## src/rtl/acc_wb_sb_pkg.sv

```systemverilog
// acc_wb_sb_pkg: shared register-file types and defaults for the writeback/scoreboard slice
package acc_wb_sb_pkg;
    localparam int NUM_REGS_DEF = 32;
    localparam int DATA_W_DEF = 32;
    localparam int PEND_W_DEF = 2;
    localparam int AW_DEF = $clog2(NUM_REGS_DEF);
    typedef logic [AW_DEF-1:0] reg_addr_t;
    typedef logic [DATA_W_DEF-1:0] data_t;
    typedef struct packed {
        reg_addr_t tag;
        data_t result;
    } wb_entry_t;
endpackage

```

## src/rtl/acc_wb_fifo.sv

```systemverilog
// acc_wb_fifo: 2-entry result FIFO with registered ready
// ports: clk_i/rst_i; push_i+data_i in (accepted only while ready_o);
//        pop_i removes head_o when not empty_o; ready_o reflects count after the last edge
module acc_wb_fifo
    import acc_wb_sb_pkg::*;
#(
    parameter type entry_t = wb_entry_t
) (
    input  logic   clk_i,
    input  logic   rst_i,
    input  logic   push_i,
    input  entry_t data_i,
    input  logic   pop_i,
    output entry_t head_o,
    output logic   ready_o,
    output logic   empty_o
);
    entry_t mem [2];
    logic [1:0] count, next_count;
    logic wr_ptr, rd_ptr, push, pop;
    always_comb begin
        push = push_i && ready_o;
        pop = pop_i && count != 2'd0;
        next_count = count + {1'b0, push} - {1'b0, pop};
        head_o = mem[rd_ptr];
        empty_o = count == 2'd0;
    end
    always_ff @(posedge clk_i) begin
        if (rst_i) begin
            count <= '0;
            wr_ptr <= 1'b0;
            rd_ptr <= 1'b0;
            ready_o <= 1'b1;
        end else begin
            count <= next_count;
            ready_o <= next_count != 2'd2;
            if (push) wr_ptr <= ~wr_ptr;
            if (pop) rd_ptr <= ~rd_ptr;
        end
    end
    always_ff @(posedge clk_i) begin
        if (push) mem[wr_ptr] <= data_i;
    end
endmodule

```

## src/rtl/acc_wb_sb.sv

```systemverilog
// acc_wb_sb: FPU writeback stage with CPU-priority write port and per-register pending scoreboard
// ports: iss_* issue tracking, fpu_* result input, cpu_wr_* priority write, rf_* write port,
//        rd_addr_i/rf_rdata_i -> rd_data_o/rd_valid_o bypassed read, busy_o, sticky err_o
module acc_wb_sb
    import acc_wb_sb_pkg::*;
#(
    parameter int NUM_REGS = NUM_REGS_DEF,
    parameter int DATA_W = DATA_W_DEF,
    parameter int PEND_W = PEND_W_DEF,
    localparam int AW = $clog2(NUM_REGS)
) (
    input  logic              clk_i,
    input  logic              rst_i,
    input  logic              iss_valid_i,
    input  logic [AW-1:0]     iss_tag_i,
    output logic              iss_ready_o,
    input  logic              fpu_valid_i,
    output logic              fpu_ready_o,
    input  logic [DATA_W-1:0] fpu_result_i,
    input  logic [AW-1:0]     fpu_tag_i,
    input  logic              cpu_wr_valid_i,
    input  logic [AW-1:0]     cpu_wr_addr_i,
    input  logic [DATA_W-1:0] cpu_wr_data_i,
    output logic              rf_wren_o,
    output logic [AW-1:0]     rf_waddr_o,
    output logic [DATA_W-1:0] rf_wdata_o,
    input  logic [AW-1:0]     rd_addr_i,
    input  logic [DATA_W-1:0] rf_rdata_i,
    output logic [DATA_W-1:0] rd_data_o,
    output logic              rd_valid_o,
    output logic              busy_o,
    output logic              err_o
);
    typedef struct packed {
        logic [AW-1:0] tag;
        logic [DATA_W-1:0] result;
    } entry_t;
    localparam logic [PEND_W-1:0] PEND_MAX = '1;
    logic [PEND_W-1:0] pend [NUM_REGS];
    entry_t head;
    logic empty, retire, iss_fire, ret_rd, any_pend;
    acc_wb_fifo #(.entry_t(entry_t)) u_fifo (
        .clk_i   (clk_i),
        .rst_i   (rst_i),
        .push_i  (fpu_valid_i),
        .data_i  ('{tag: fpu_tag_i, result: fpu_result_i}),
        .pop_i   (retire),
        .head_o  (head),
        .ready_o (fpu_ready_o),
        .empty_o (empty)
    );
    always_comb begin
        // buffered results are dropped, not written, when reset lands mid-operation
        retire = !rst_i && !cpu_wr_valid_i && !empty;
        rf_wren_o = cpu_wr_valid_i || retire;
        rf_waddr_o = cpu_wr_valid_i ? cpu_wr_addr_i : head.tag;
        rf_wdata_o = cpu_wr_valid_i ? cpu_wr_data_i : head.result;
        iss_ready_o = pend[iss_tag_i] != PEND_MAX || (retire && head.tag == iss_tag_i);
        iss_fire = iss_valid_i && iss_ready_o;
        ret_rd = retire && head.tag == rd_addr_i && pend[rd_addr_i] == PEND_W'(1);
        rd_valid_o = pend[rd_addr_i] == '0 || ret_rd;
        rd_data_o = ret_rd ? head.result : rf_rdata_i;
        any_pend = 1'b0;
        for (int r = 0; r < NUM_REGS; r++) any_pend = any_pend || pend[r] != '0;
        busy_o = any_pend || !empty;
    end
    always_ff @(posedge clk_i) begin
        if (rst_i) begin
            err_o <= 1'b0;
            for (int r = 0; r < NUM_REGS; r++) pend[r] <= '0;
        end else begin
            if (retire && pend[head.tag] == '0) err_o <= 1'b1;
            // an orphan retire leaves the counter at zero instead of wrapping
            for (int r = 0; r < NUM_REGS; r++)
                pend[r] <= pend[r]
                    + PEND_W'(iss_fire && iss_tag_i == AW'(r))
                    - PEND_W'(retire && head.tag == AW'(r) && pend[r] != '0);
        end
    end
endmodule

```

## config.mk

```make
export PLATFORM = sky130hd
export DESIGN_NAME = acc_wb_sb
export DESIGN_NICKNAME = d
export VERILOG_FILES = /design/src/rtl/acc_wb_sb_pkg.sv /design/src/rtl/acc_wb_fifo.sv /design/src/rtl/acc_wb_sb.sv
export SDC_FILE = /design/constraint.sdc
export NUM_CORES = 1
export LEC_CHECK = 0
export BUFFER_PORTS_ARGS = -buffer_cell sky130_fd_sc_hd__buf_4
export CORE_MARGIN = 2
export CORE_UTILIZATION = 50
export CTS_CLUSTER_DIAMETER = 80
export DETAILED_ROUTE_END_ITERATION = 8
export GPL_TIMING_DRIVEN = 0
export PLACE_DENSITY = 0.74
export SKIP_LAST_GASP = 1
export SLEW_MARGIN = 20
export SYNTH_ARGS = -nofsm -noshare
export SYNTH_HDL_FRONTEND = slang
export SYNTH_SLANG_ARGS = --single-unit
```

## constraint.sdc

```tcl
create_clock -name clk_i -period 8.4 [get_ports clk_i]
set_clock_uncertainty 0.1 [all_clocks]
set_input_delay 0.42 -clock clk_i [delete_from_list [all_inputs] [get_ports clk_i]]
set_output_delay 0.42 -clock clk_i [all_outputs]
set_load 0.01 [all_outputs]
```

==> run_results.csv <==
group,metric,value,unit
worst_hold_path,whs_path_depth,1,
sta,tns,0,ps
sta,grt_setup_unrepaired,"no",
synthesis,synth-compound-area-share,5.31,%
routing,drtIter0Drc,772,
clock_tree,clock_latency,440,ps
sta,setup_violations,0,
setup_path,worstPathCellList,"mux2i_2 -> xnor2_1 -> nor4_2 -> nand3_1 -> or3b_1 -> buf_6 -> buf_12 -> mux2_4 -> buf_4",
sta,period_needed,3860,ps
power,seqPwrFrac,37.1,%
clock_tree,cts_max_level,4,
routing,drc,0,
power,pwr_density_cell,197,nW/µm²
floorplanning,dieWidth,141,µm
routing,via_per_inst,5.68,
setup_path,cp_max_fo,10,
synthesis,synthMuxAreaShare,18.2,%
worst_hold_path,hold_end,"u_fifo.mem[1][4]",
floorplanning,ios,196,
synthesis,synth.ff_latch_count,145,
setup_path,r2r_setup_slack,4760,ps
final_layout,drive_gt1_share,29.4,%
sta,relSlewSlack,40.9,%
clock_tree,cts_sinks,145,
final_layout,fillers,1523,
sta,hold_viol_final,0,
flow_run,drv_cap,0,
status,outcome,"completed",
routing,wl,28600,µm
routing,dr.pass1.iters,6,
sta,clock.fmax,259,MHz
synthesis,synth_edf_count,74,
clock_tree,hold_buffers,0,
power,power.switching,0.722,mW
setup_path,required,7880,ps
clock_tree,clk_pin_slew,70,ps
synthesis,synth_largest_area_cell,"edfxtp_1",
sta,worst_slew_pin_slew,869,ps
synthesis,syn-num-nets,1136,
clock_tree,cts_inserted_buffers,17,
global_routing,track_usage,28.4,%
clock_tree,clockBufferDepth,2,
floorplanning,start_util,50.6,%
synthesis,synth_top_area_share,23.6,%
placed_design,gp_congestion,1.02,
setup_path,cp-end-kind,"output port",
floorplanning,dieArea,19900,µm²
power,ir_drop,0.000146,V
floorplanning,core_area,18600,µm²
synthesis,synth_xor_area_share,7.17,%
synthesis,synth_warnings,0,
final_layout,seqCellArea,3640,µm²
setup_path,start_kind,"register",
final_layout,area_delta_synth_final,24.7,%
global_routing,grt_max_degree,31,
synthesis,seq_area_frac_synth,38.7,%
global_routing,overflow,0,
setup_path,cp.arrival,3340,ps
clock_tree,root_buffer,"clkbuf_16",
floorplanning,dieHeight,141,µm
setup_path,rr_endpoint,"pend[22][1]",
floorplanning,num_rows,50,
synthesis,synth_top_family_by_area,"multiplexers",
power,netSwitchingFraction,31.2,%
placed_design,portBuffers,185,
clock_tree,cts_resized,0,
synthesis,synthCells,949,
routing,num_vias,7957,
placed_design,dp_hpwl,21900,µm
sta,drv_slew,0,
synthesis,avgSynthCellArea,9.91,µm²
synthesis,yosys.area_share.adder,8.78,%
synthesis,synth_area_leaders,"edfxtp_1 (24%), dfxtp_1 (15%), ha_1 (8.8%), mux2_2 (8.7%), mux2_4 (4.8%)",
power,combPwrFrac,30.0,%
global_routing,grt_pass1_wl,42900,µm
synthesis,yosys.area_share.simple,16.3,%
worst_hold_path,holdCritStartpoint,"fpu_result_i[4]",
routing,ant_nets,0,
synthesis,netlist_area,9410,µm²
routing,wire_per_inst,20.4,µm
sta,worst_hold_slack,69.3,ps
sta,min_period_over_period,45.9,%
final_layout,n_antenna_cell,0,
worst_hold_path,hold_path_class,"in -> reg",
global_routing,grt_pass1_vias,7527,
power,intPower,1.60,mW
power,clockPowerShare,32.9,%
global_routing,antenna_found_initial,0,
final_layout,nNetsFinal,1342,
synthesis,ys.flop_type,"edfxtp_1",
setup_path,cp_slowest_cell,"mux2i_2",
setup_path,r2r_cells,10,
power,p_leak,5.32,nW
clock_tree,cts_tree,"done",
final_layout,multi_input_area,5250,µm²
synthesis,synthArstFlopShare,0,%
setup_path,path_class,"reg -> out",
synthesis,yosysUniqueCellTypes,53,
setup_path,critical-path-max-stage-delay,770,ps
clock_tree,postCtsSetupBuffers,0,
[synthesized netlist by cell type, drive strengths merged (2+ instances only)]
| cell type | instances |
|---|---|
| ha | 66 |
| and3 | 3 |
| o22ai | 5 |
| o21ai | 20 |
| nor4 | 5 |
| nor3 | 46 |
| nor3b | 3 |
| and3b | 2 |
| or3 | 4 |
| nor2 | 111 |
| mux2i | 29 |
| nand2b | 6 |
| a21oi | 31 |
| nor2b | 41 |
| mux4 | 4 |
| nand4 | 8 |
| nand3 | 26 |
| a22oi | 7 |
| a211oi | 4 |
| o211ai | 8 |
| xor2 | 35 |
| a32oi | 2 |
| xnor2 | 42 |
| clkbuf | 27 |
| inv | 71 |
| dfxtp | 71 |
| nand2 | 59 |
| edfxtp | 74 |
| buf | 19 |
| mux2 | 105 |
[how the worst max path moves through the flow]
stage | startpoint | endpoint | slack, ps
after detailed placement | iss_tag_i[1] | pend[1][1] | 4620
after CTS | register | rd_data_o[21] | 4560
after floorplan | rd_addr_i[1] | rd_data_o[10] | 5400
final | register | rd_data_o[21] | 4540
after global routing | register | rd_data_o[21] | 4450
after global placement | iss_tag_i[1] | pend[1][1] | 4630
[layout make-up]
cell class | instances | share of cell area, %
plain buffers | 46 | 2.20
clock buffers | 22 | 3.96
clock inverters | 10 | 1.07
inverters | 71 | 2.27
multi-input cells | 687 | 44.7
flip-flops and latches | 145 | 31.0
well taps | 234 | 2.49
repair buffers | 187 | 12.2
[cell families (layout without fill, tap and decap cells)]
| family | Yosys count | count (layout) |
|---|---|---|
| AO/OA/AOI/OAI | 83 | 83 |
| XOR/XNOR | 77 | 77 |
| adder cells (fa/ha/maj) | 66 | 66 |
| buffers and inverters | 117 | 336 |
| flip-flops | 145 | 145 |
| multiplexers | 138 | 138 |
| AND/OR/NAND/NOR | 323 | 323 |
[sequential cells by signal, indices dropped and copies added, names as in the netlist, named ones only]
signal,count
u_fifo.count,2
pend,64
u_fifo.rd_ptr,1
err_o,1
u_fifo.ready_o,1
u_fifo.mem,74
u_fifo.wr_ptr,1
[metrics by stage]
stage	cells	cell area, µm²	utilization (%)	power, mW	setup slack [ps]
3_3_place_gp	1368	11100	59.7	1.54	4630
5_1_grt	1402	11700	63.2	2.40	4450
2_1_floorplan	949	9410	-	1.28	5400
6_report	1402	11700	63.2	2.32	4540
4_1_cts	1402	11700	63.2	2.32	4560
3_5_place_dp	1370	11100	60.0	1.56	4620
[critical path, delay by kind of cell, from the launching register on]
kind / cells / cell delay [ps]
mux: 2 / 1060
simple gates: 3 / 750
buf+inv: 3 / 480
flops: 1 / 420
xor+xnor: 1 / 180
[power groups by stage]
stage	Clock (mW)	Combinational [mW]	Sequential, mW
6_report	0.763	0.694	0.859
5_1_grt	0.793	0.737	0.866
4_1_cts	0.771	0.690	0.859
3_5_place_dp	0	0.684	0.873
3_3_place_gp	0	0.662	0.874
2_1_floorplan	0	0.407	0.870
[routing by layer]
layer / track usage (%) / vias to the layer above / share of wire [%]
li1: - / 3700 / -
met1: 36.9 / 3787 / 41
met4: 12.5 / 0 / 3.7
met2: 47.3 / 384 / 48
met5: 0 / - / 0
met3: 3.91 / 86 / 7.0
[cell usage in the layout, fill, tap and decap left out, types with 41 or more instances in the layout]
master,netlist,final
inv_1,71,71
mux2_2,73,73
nor2_1,111,110
buf_4,0,185
ha_1,66,66
dfxtp_1,71,71
xnor2_1,42,42
nand2_1,59,59
nor2b_1,41,41
edfxtp_1,74,74
nor3_1,46,46
No activity file was read; power rests on OpenSTA's default activity.
